===== config.mk =====
export PLATFORM = sky130hd
export DESIGN_NAME = blinky_array
export DESIGN_NICKNAME = d
export VERILOG_FILES = /design/src/rtl/blinky_array_pkg.sv /design/src/rtl/blinky_array_tick.sv /design/src/rtl/blinky_array.sv
export SDC_FILE = /design/constraint.sdc
export NUM_CORES = 1
export LEC_CHECK = 0
export BUFFER_PORTS_ARGS = -buffer_cell sky130_fd_sc_hd__buf_2
export CAP_MARGIN = 20
export CORE_ASPECT_RATIO = 0.9
export CORE_MARGIN = 4
export CORE_UTILIZATION = 60
export DETAILED_ROUTE_END_ITERATION = 16
export MAX_ROUTING_LAYER = met4
export PLACE_DENSITY = 0.78
export SLEW_MARGIN = 15
export SYNTH_ARGS = -nofsm -noshare
export SYNTH_HDL_FRONTEND = slang
export SYNTH_SLANG_ARGS = --single-unit
export TNS_END_PERCENT = 1

===== constraint.sdc =====
create_clock -name clk_i -period 11 [get_ports clk_i]
set_input_delay 2.2 -clock clk_i [delete_from_list [all_inputs] [get_ports clk_i]]
set_output_delay 2.2 -clock clk_i [all_outputs]
set_load 0.02 [all_outputs]

===== src/rtl/blinky_array_pkg.sv =====
// blinky_array_pkg: shared definitions for the blink generator.
//  - mode_e         : channel run mode (continuous / one-shot)
//  - DEFAULT_TICK_HZ: default time-base tick rate
//  - calc_w_ch()    : channel-select width, also used by the register-block driver
package blinky_array_pkg;

  typedef enum logic {
    MODE_CONT    = 1'b0,
    MODE_ONESHOT = 1'b1
  } mode_e;

  localparam int DEFAULT_TICK_HZ = 1000;

  // Width of a channel index; a single channel still gets a 1-bit select.
  function automatic int calc_w_ch(input int n_ch);
    return (n_ch > 1) ? $clog2(n_ch) : 1;
  endfunction

endpackage


===== src/rtl/blinky_array_tick.sv =====
// tick_gen: free-running prescaler producing a 1-cycle tick every DIV clocks.
//  clk_i     : system clock
//  rst_i     : synchronous reset, active high (counter cleared)
//  restart_i : reload the prescaler to DIV-1 (channel alignment)
//  tick_o    : registered 1-cycle strobe, first one DIV cycles after reset release
module tick_gen
  import blinky_array_pkg::*;
#(
  parameter int CLK_HZ  = 12_000_000,
  parameter int TICK_HZ = DEFAULT_TICK_HZ
) (
  input  logic clk_i,
  input  logic rst_i,
  input  logic restart_i,
  output logic tick_o
);

  localparam int DIV   = CLK_HZ / TICK_HZ;
  localparam int W_DIV = (DIV > 1) ? $clog2(DIV) : 1;

  logic [W_DIV-1:0] cnt_q, cnt_d;
  logic             tick_q, tick_d;

  // The counter reads 0 out of reset and reloads DIV-1 on that cycle, so the
  // strobe is registered off the cnt==1 state; this lands the first tick
  // exactly DIV cycles after release and every DIV cycles after that.
  always_comb begin
    cnt_d  = (cnt_q == '0) ? W_DIV'(DIV - 1) : cnt_q - 1'b1;
    tick_d = (cnt_q == W_DIV'(1));
    if (restart_i) begin
      cnt_d  = W_DIV'(DIV - 1);
      tick_d = 1'b0;
    end
  end

  always_ff @(posedge clk_i) begin
    if (rst_i) begin
      cnt_q  <= '0;
      tick_q <= 1'b0;
    end else begin
      cnt_q  <= cnt_d;
      tick_q <= tick_d;
    end
  end

  assign tick_o = tick_q;

endmodule


===== src/rtl/blinky_array.sv =====
// blinky_array: N_CH independent LED blink channels sharing one prescaled tick.
// Each channel has a programmable period/on-time (in ticks) and a
// continuous or one-shot mode, written over a valid/ready config port.
//  clk_i, rst_i     : clock, synchronous active-high reset
//  cfg_valid_i      : config write request
//  cfg_ready_o      : registered; high from the first cycle after reset release
//  cfg_ch_i         : target channel (>= N_CH is accepted and discarded)
//  cfg_period_i     : period in ticks, 0 turns the channel off
//  cfg_on_i         : on-time in ticks
//  cfg_oneshot_i    : 1 = run one period then stop
//  led_o, busy_o    : registered per-channel outputs
//  sync_i           : only when BLINKY_ARRAY_SYNC_EN is defined; pulse realigns
//                     all busy channels and restarts the prescaler
module blinky_array
  import blinky_array_pkg::*;
#(
  parameter int CLK_HZ  = 12_000_000,
  parameter int TICK_HZ = DEFAULT_TICK_HZ,
  parameter int N_CH    = 4,
  parameter int W_CNT   = 16,
  localparam int W_CH   = calc_w_ch(N_CH)
) (
  input  logic             clk_i,
  input  logic             rst_i,
  input  logic             cfg_valid_i,
  output logic             cfg_ready_o,
  input  logic [W_CH-1:0]  cfg_ch_i,
  input  logic [W_CNT-1:0] cfg_period_i,
  input  logic [W_CNT-1:0] cfg_on_i,
  input  logic             cfg_oneshot_i,
`ifdef BLINKY_ARRAY_SYNC_EN
  input  logic             sync_i,
`endif
  output logic [N_CH-1:0]  led_o,
  output logic [N_CH-1:0]  busy_o
);

  logic cfg_ready_q;
  logic cfg_fire;
  logic tick;
  logic sync_w;

`ifdef BLINKY_ARRAY_SYNC_EN
  assign sync_w = sync_i;
`else
  assign sync_w = 1'b0;
`endif

  always_ff @(posedge clk_i) begin
    if (rst_i) cfg_ready_q <= 1'b0;
    else       cfg_ready_q <= 1'b1;
  end

  assign cfg_ready_o = cfg_ready_q;
  assign cfg_fire    = cfg_valid_i && cfg_ready_q;

  tick_gen #(
    .CLK_HZ  (CLK_HZ),
    .TICK_HZ (TICK_HZ)
  ) u_tick (
    .clk_i     (clk_i),
    .rst_i     (rst_i),
    .restart_i (sync_w),
    .tick_o    (tick)
  );

  for (genvar i = 0; i < N_CH; i++) begin : g_ch
    logic [W_CNT-1:0] period_q, period_d;
    logic [W_CNT-1:0] on_q, on_d;
    logic [W_CNT-1:0] phase_q, phase_d;
    logic [W_CNT-1:0] phase_nxt;
    mode_e            mode_q, mode_d;
    logic             busy_q, busy_d;
    logic             led_q, led_d;
    logic             wr, wrap;

    // Out-of-range channel numbers never match, so those writes are dropped.
    assign wr        = cfg_fire && (cfg_ch_i == W_CH'(i));
    // Only evaluated while busy, where period != 0, so period-1 never underflows.
    assign wrap      = (phase_q == period_q - W_CNT'(1));
    assign phase_nxt = wrap ? '0 : phase_q + W_CNT'(1);

    // Priority: own config write, then sync, then tick advance.
    always_comb begin
      period_d = period_q;
      on_d     = on_q;
      phase_d  = phase_q;
      mode_d   = mode_q;
      busy_d   = busy_q;
      led_d    = led_q;
      if (wr) begin
        period_d = cfg_period_i;
        on_d     = cfg_on_i;
        mode_d   = mode_e'(cfg_oneshot_i);
        phase_d  = '0;
        busy_d   = (cfg_period_i != '0);
        led_d    = (cfg_period_i != '0) && (cfg_on_i != '0);
      end else if (sync_w && busy_q) begin
        phase_d = '0;
        led_d   = (on_q != '0);
      end else if (tick && busy_q) begin
        if (wrap && mode_q == MODE_ONESHOT) begin
          phase_d = '0;
          busy_d  = 1'b0;
          led_d   = 1'b0;
        end else begin
          phase_d = phase_nxt;
          led_d   = (phase_nxt < on_q);
        end
      end
    end

    always_ff @(posedge clk_i) begin
      if (rst_i) begin
        period_q <= '0;
        on_q     <= '0;
        phase_q  <= '0;
        mode_q   <= MODE_CONT;
        busy_q   <= 1'b0;
        led_q    <= 1'b0;
      end else begin
        period_q <= period_d;
        on_q     <= on_d;
        phase_q  <= phase_d;
        mode_q   <= mode_d;
        busy_q   <= busy_d;
        led_q    <= led_d;
      end
    end

    assign led_o[i]  = led_q;
    assign busy_o[i] = busy_q;
  end

endmodule


-- After elaboration in Yosys (flattened, before gate mapping)
Index checks and enable logic that the tools add are counted.
Widths: inputs -> output; s select.
- flip-flop bits (word level): 220
- output and inout bits: 9
- logic and storage cells: 118
- input port bits: 38
- order comparisons: 4
- multiplexer cells: 34
- reductions and logical operators: 35
- $add $sub $neg: 9
- equal/unequal tests: 8
- operators with widths (kind ; count):
    $mux 16 ; 8
    $add 16x1->16 const B ; 4
    $eq 16x16->1 ; 4
    $lt 16x16->1 ; 4
    $sub 16x1->16 const B ; 4
    $reduce_bool 16->1 ; 2
    $mux 1 ; 25
    $reduce_bool 2->1 ; 8
    $eq 14x1->1 const B ; 1
    $logic_and 1x1->1 ; 14
    $logic_not 14->1 ; 1
    $mux 14 ; 1
    $sub 14x1->14 const B ; 1
    $reduce_or 2->1 ; 5
    $reduce_and 2->1 ; 4
    $eq 2x2->1 const B ; 2
    $eq 2x1->1 const B ; 1
    $logic_not 2->1 ; 1

-- Longest topological paths before layout
- word-level depth: 7
- gate-level depth with buffers: 19
- mapped depth without buffers: 17

-- Cells and area by module
Synthesis repeated with hierarchy kept, for this count alone.
- cell total of the unflattened synthesis: 1986
- area, all modules: 14441.4 um^2
- modules (own cells, without submodules) (module ; seq. area each (um^2) ; instances ; cells an instance ; area an instance (um^2)):
    blinky_array ; 4103.9 ; 1 ; 1909 ; 13711.9
    tick_gen ; 300.3 ; 1 ; 77 ; 729.4

-- Least setup slack after synthesis
Ideal clock, no wire load.
- path kind: flip-flop to flip-flop
- start: register g_ch[0].period_q[0]
- end: register g_ch[0].led_q
- arrival time: 3.987 ns
- path buffers: 1
- clock period less this slack: 4.079 ns
- cell stages (with the launch flop): 18
- required time: 10.908 ns
- library setup time: 0.092 ns
- setup slack: 6.921 ns
- path through: dfxtp_1 inv_1 ha_1 nor4b_2 nand2_1 or4_1 a2111oi_0 nand3_1 nor2_1 clkbuf_1 nor2_1 ha_1 a21o_1 a21o_1 a221oi_1 or2_2 o211ai_1 o32ai_1
- word-level cells in the longest chain between the ends: 7
- elaborated cells between the ends (all ways): 8
- those cells by class: add/sub: 1; order compare: 1; eq/ne: 1; mux: 4; reduce/logical: 1
- ends and longest elaborated chain (item ; RTL line ; text):
    from (decl) ; blinky_array.sv:68 ; logic [W_CNT-1:0] period_q, period_d;
    from (signal assigned) ; blinky_array.sv:122 ; period_q <= period_d;
    $sub 16x1->16 (*) ; blinky_array.sv:80 ; assign wrap = (phase_q == period_q - W_CNT'(1));
    $eq 16x16->1 (*) ; blinky_array.sv:80 ;
    $mux 16 ; blinky_array.sv:81 ; assign phase_nxt = wrap ? '0 : phase_q + W_CNT'(1);
    $lt 16x16->1 ; blinky_array.sv:108 ; led_d = (phase_nxt < on_q);
    $mux 1 (*) ; blinky_array.sv:102 ; if (wrap && mode_q == MODE_ONESHOT) begin
    $mux 1 (*) ; blinky_array.sv:101 ; end else if (tick && busy_q) begin
    $mux 1 (*) ; blinky_array.sv:91 ; if (wr) begin
    to (signal assigned) ; blinky_array.sv:127 ; led_q <= led_d;
    to (decl) ; blinky_array.sv:74 ; logic led_q, led_d;
Every way passes the cells marked *; elsewhere a longest branch is shown, timed or not. The select of a mux whose other input is x is not followed.
A chain may end at the register's enable or synchronous reset.

-- Worst setup path in the final report
Same ends and word-level chain as after synthesis.

==> results.md <==
| Item | This run | Unit |
|:---|:---|:---|
| Net switching power of the design | 0.000539 | W |
| Final setup violation count | 0 | - |
| Power per cell area | 137 | nW/µm² |
| DIE WIDTH | 168 | µm |
| Post-route minimum period | 4.82 | ns |
| Worst-path maximum fanout | 21 | - |
| Vertical die dimension | 152 | µm |
| Pins over their slew limit | 0 | - |
| Final design area excluding fillers | 14900 | µm² |
| Number of clock buffers inserted by TritonCTS | 24 | - |
| Number of H-tree levels | 1 | - |
| Largest clock skew in the final design | 0.00693 | ns |
| Number of flops mapped to enable cells by yosys | 0 | - |
| Combinational share of power | 13.2 | % |
| Number of vias per cell after detailed routing | 6.13 | - |
| Placeable core region | 22600 | µm² |
| Cell area after synthesis | 13800 | µm² |
| Sum of net half-perimeters after detailed placement | 26400 | µm |
| First-pass GRT wire length | 61800 | µm |
| Clock share of power | 44.5 | % |
| Largest net degree at the start of global routing | 73 | - |
| Final Total Pwr | 0.00204 | W |
| Synthesized net count | 1985 | - |
| Router iterations before antenna repair | 6 | - |
| Number of library cell types mapped by synthesis | 75 | - |
| Number of antenna-violating nets in the routed design | 0 | - |
| Hold_buf cts | 0 | - |
| Number of buffers added on ports | 46 | - |
| Setup repair after global routing missed its margin | no | - |
| Final RePlAce weighted congestion | 0.926 | - |
| Switching Fraction | 26.5 | % |
| Fraction of synthesis flops using an asynchronous set or reset pin | 0 | % |
| Internal power | 0.00150 | W |
| Clock tree root driver cell | sky130_fd_sc_hd__clkbuf_16 | - |
| Setup fix buffers added after clock tree synthesis | 0 | - |
| Warnings, synthesis | 0 | - |
| Number of max-cap violations | 0 | - |
| Clock network latency to the later pin of the worst-skew pair | 0.53 | ns |
| Register area share after synthesis | 31.9 | % |
| Wirelength per Cell | 17.5 | µm |
| Final #Nets | 1940 | - |
| Share of the synthesized area in the top cell type | 31.9 | % |
| Pre-CTS setup slack | 6.23 | ns |
| Fraction of the cycle the final worst path needs | 43.9 | % |
| CTS sink count | 220 | - |
| Actual transition at the worst max-transition pin | 1.13 | ns |
| Main flop type after synthesis | sky130_fd_sc_hd__dfxtp_1 | - |
| Leakage power figure | 5.76 | nW |
| DR DRC count | 0 | - |
| Via total after detailed routing | 13200 | - |
| Vias in the first global route | 12100 | - |
| Syn-to-layout area delta | 7.81 | % |
| Number of antenna violations at the first check in global routing | 0 | - |
| Slack of the critical path | 6.18 | ns |
| Final routed wirelength across all metal layers | 37700 | µm |
| Data required time of the critical path | 11.44 | ns |
| Kind of start point of the critical path | flip-flop | - |
| Max_slew headroom | 24.1 | % |
| Peak Freq | 0.207 | GHz |
| Flop pwr share | 42.3 | % |
| Number of primary I/O pins | 47 | - |
| Cell types with the largest area share after synthesis | sky130_fd_sc_hd__dfxtp_1 (32%), sky130_fd_sc_hd__nand2_1 (10%), sky130_fd_sc_hd__a21oi_1 (6.5%), sky130_fd_sc_hd__ha_1 (6.3%), sky130_fd_sc_hd__xnor2_1 (4.6%) | - |
| Critical path endpoint category | flip-flop | - |
| Die area | 25500 | µm² |
| Gate count after technology mapping | 1877 | - |
| Antenna cells | 0 | - |
| Placed standard-cell area | 14000 | µm² |
| Number of placement rows | 52 | - |
| Aggregate global-route resource usage | 29.3 | % |
| Crit path DAT | 5.26 | ns |
| Iteration-0 DRC Markers | 1438 | - |
| Count of instances resized after the clock tree is built | 0 | - |
| Worst Setup Path Type | reg -> reg | - |
| Hold WC Path Type | reg -> reg | - |
| Final sum of negative setup slack | 0 | ns |
| Maximum buffer depth of the clock tree | 3 | - |
| Layout cells sized above 1 | 7.51 | % |
| Count of state elements after synthesis | 220 | - |
| Initial Utilization | 61.2 | % |
| Final core utilization | 66.0 | % |
| Clock transition time at the flip-flop clock pins of the worst setup and hold paths | 0.06 | ns |
| Final-report hold violation count | 0 | - |
| IR Drop Worst-Case VDD | 0.000125 | V |
| CTS tree | done | - |
| Remaining global-route overflow | 0 | - |
| Library cell occupying the most area in the post-synthesis netlist | sky130_fd_sc_hd__dfxtp_1 | - |
| Status | finished, final reports clean | - |
| Synthesized area divided by synthesized cell count | 7.37 | µm² |
## state kept, by name, summed over array words and instances (netlist names)
signal / count
g_ch.on_q: 64
g_ch.period_q: 64
g_ch.phase_q: 64
u_tick.cnt_q: 14
g_ch.busy_q: 4
g_ch.led_q: 4
g_ch.mode_q: 4
cfg_ready_o: 1
u_tick.tick_o: 1
## metal layers
metal / GRT usage [%] / part of all wire (%) / vias up / routed length, µm
met2: 44.1 / 44 / 519 / 16500
met1: 39.7 / 43 / 6114 / 16300
met3: 5.35 / 9.1 / 101 / 3430
met4: 10.4 / 4.0 / 0 / 1530
met5: - / 0 / - / 0
li1: - / - / 6434 / -
## final cells by class
| class | instances | area [µm²] |
|---|---|---|
| well taps | 297 | 372 |
| inverters | 88 | 330 |
| multi-input cells | 1437 | 8570 |
| repair buffers | 61 | 345 |
| fillers | 1966 | 7670 |
| clock buffers | 32 | 702 |
| clock inverters | 12 | 185 |
| flip-flops and latches | 220 | 4400 |
## worst max-delay path, stage by stage (launching register included)
cell	delay (ns)
sky130_fd_sc_hd__dfxtp_1	0.36
sky130_fd_sc_hd__inv_1	0.08
sky130_fd_sc_hd__ha_1	0.20
sky130_fd_sc_hd__nor4b_2	0.42
sky130_fd_sc_hd__nand2_1	0.13
sky130_fd_sc_hd__or4_1	0.50
sky130_fd_sc_hd__a2111oi_0	0.42
sky130_fd_sc_hd__nand3_1	0.30
sky130_fd_sc_hd__nor2_2	0.68
sky130_fd_sc_hd__nor2_1	0.14
sky130_fd_sc_hd__ha_1	0.33
sky130_fd_sc_hd__a21o_1	0.18
sky130_fd_sc_hd__a21o_1	0.18
sky130_fd_sc_hd__a221oi_1	0.28
sky130_fd_sc_hd__or2_2	0.16
sky130_fd_sc_hd__o211ai_1	0.09
sky130_fd_sc_hd__o32ai_1	0.28
## cells in the mapped netlist (all sizes together) (9+ instances only)
| master | count |
|---|---|
| a211oi | 20 |
| a21o | 18 |
| a21oi | 180 |
| and2 | 11 |
| and3 | 35 |
| and4 | 10 |
| buf | 28 |
| clkbuf | 104 |
| dfxtp | 220 |
| ha | 70 |
| inv | 88 |
| nand2 | 378 |
| nand2b | 10 |
| nand3 | 67 |
| nand4 | 26 |
| nor2 | 123 |
| nor2b | 15 |
| nor3 | 54 |
| nor4 | 41 |
| o211ai | 10 |
| o21a | 9 |
| o21ai | 36 |
| o22ai | 20 |
| o31ai | 13 |
| or2 | 10 |
| or3 | 18 |
| or4 | 16 |
| xnor2 | 73 |
| xor2 | 71 |
## power by group through the flow
stage / clock network [W] / registers (W) / logic, W
floorplan: 0 / 0.000868 / 0.000201
global placement: 0 / 0.000878 / 0.000256
detailed placement: 0 / 0.000879 / 0.000261
CTS: 0.000916 / 0.000862 / 0.000263
global route: 0.000947 / 0.000867 / 0.000296
finish: 0.000906 / 0.000862 / 0.000268
## metrics by stage
step,instances,hold WS (ns)
2_1_floorplan,1877,0.431
3_3_place_gp,2102,0.443
3_5_place_dp,2102,0.447
4_1_cts,2146,0.455
5_1_grt,2147,0.466
6_report,2147,0.456
## cells in the final DEF, fill, tap and decap left out, types with 6 or more instances in the layout
master / n
sky130_fd_sc_hd__or2_2: 10
sky130_fd_sc_hd__mux2i_1: 6
sky130_fd_sc_hd__and4_1: 10
sky130_fd_sc_hd__buf_2: 45
sky130_fd_sc_hd__clkbuf_16: 25
sky130_fd_sc_hd__o211ai_1: 10
sky130_fd_sc_hd__buf_4: 16
sky130_fd_sc_hd__clkinv_2: 7
sky130_fd_sc_hd__nand3b_1: 6
sky130_fd_sc_hd__o21a_1: 9
sky130_fd_sc_hd__nand4_1: 25
sky130_fd_sc_hd__o31ai_1: 13
sky130_fd_sc_hd__nand2_1: 378
sky130_fd_sc_hd__nor4_1: 40
sky130_fd_sc_hd__nor3_1: 51
sky130_fd_sc_hd__a21o_1: 18
sky130_fd_sc_hd__nor2b_1: 15
sky130_fd_sc_hd__o22ai_1: 20
sky130_fd_sc_hd__nor2_1: 119
sky130_fd_sc_hd__nand2b_1: 10
sky130_fd_sc_hd__a2111oi_0: 6
sky130_fd_sc_hd__a21oi_1: 180
sky130_fd_sc_hd__a211oi_1: 20
sky130_fd_sc_hd__and3_1: 35
sky130_fd_sc_hd__o21ai_0: 34
sky130_fd_sc_hd__a31o_2: 7
sky130_fd_sc_hd__inv_1: 88
sky130_fd_sc_hd__or3_1: 18
sky130_fd_sc_hd__a31oi_1: 6
sky130_fd_sc_hd__dfxtp_1: 220
sky130_fd_sc_hd__and2_1: 11
sky130_fd_sc_hd__ha_1: 70
sky130_fd_sc_hd__or4_1: 15
sky130_fd_sc_hd__xnor2_1: 73
sky130_fd_sc_hd__a32o_1: 6
sky130_fd_sc_hd__xor2_1: 71
sky130_fd_sc_hd__nand3_1: 67
## worst paths after layout
kind | slack [ns] | cells after the start | start | to
worst max-delay path | 6.18 | 16 | g_ch[0].period_q[0] | g_ch[0].led_q
worst min-delay path | 0.46 | 2 | g_ch[3].on_q[15] | g_ch[3].on_q[15]
worst max register to register | 6.18 | 16 | g_ch[0].period_q[0] | g_ch[0].led_q
worst min register to register | 0.46 | 2 | g_ch[3].on_q[15] | g_ch[3].on_q[15]
## logic make-up (layout without fill, tap and decap cells)
family / Yosys count / count (layout) / synth area share (%)
flip-flops: 220 / 220 / 31.9
buffers and inverters: 220 / 193 / 6.36
XOR/XNOR: 144 / 144 / 9.12
adder cells (fa/ha/maj): 70 / 70 / 6.33
AND/OR/NAND/NOR: 839 / 839 / 28.7
AO/OA/AOI/OAI: 376 / 376 / 17.0
multiplexers: 8 / 8 / 0.597
(Power assumes the default switching activity.)
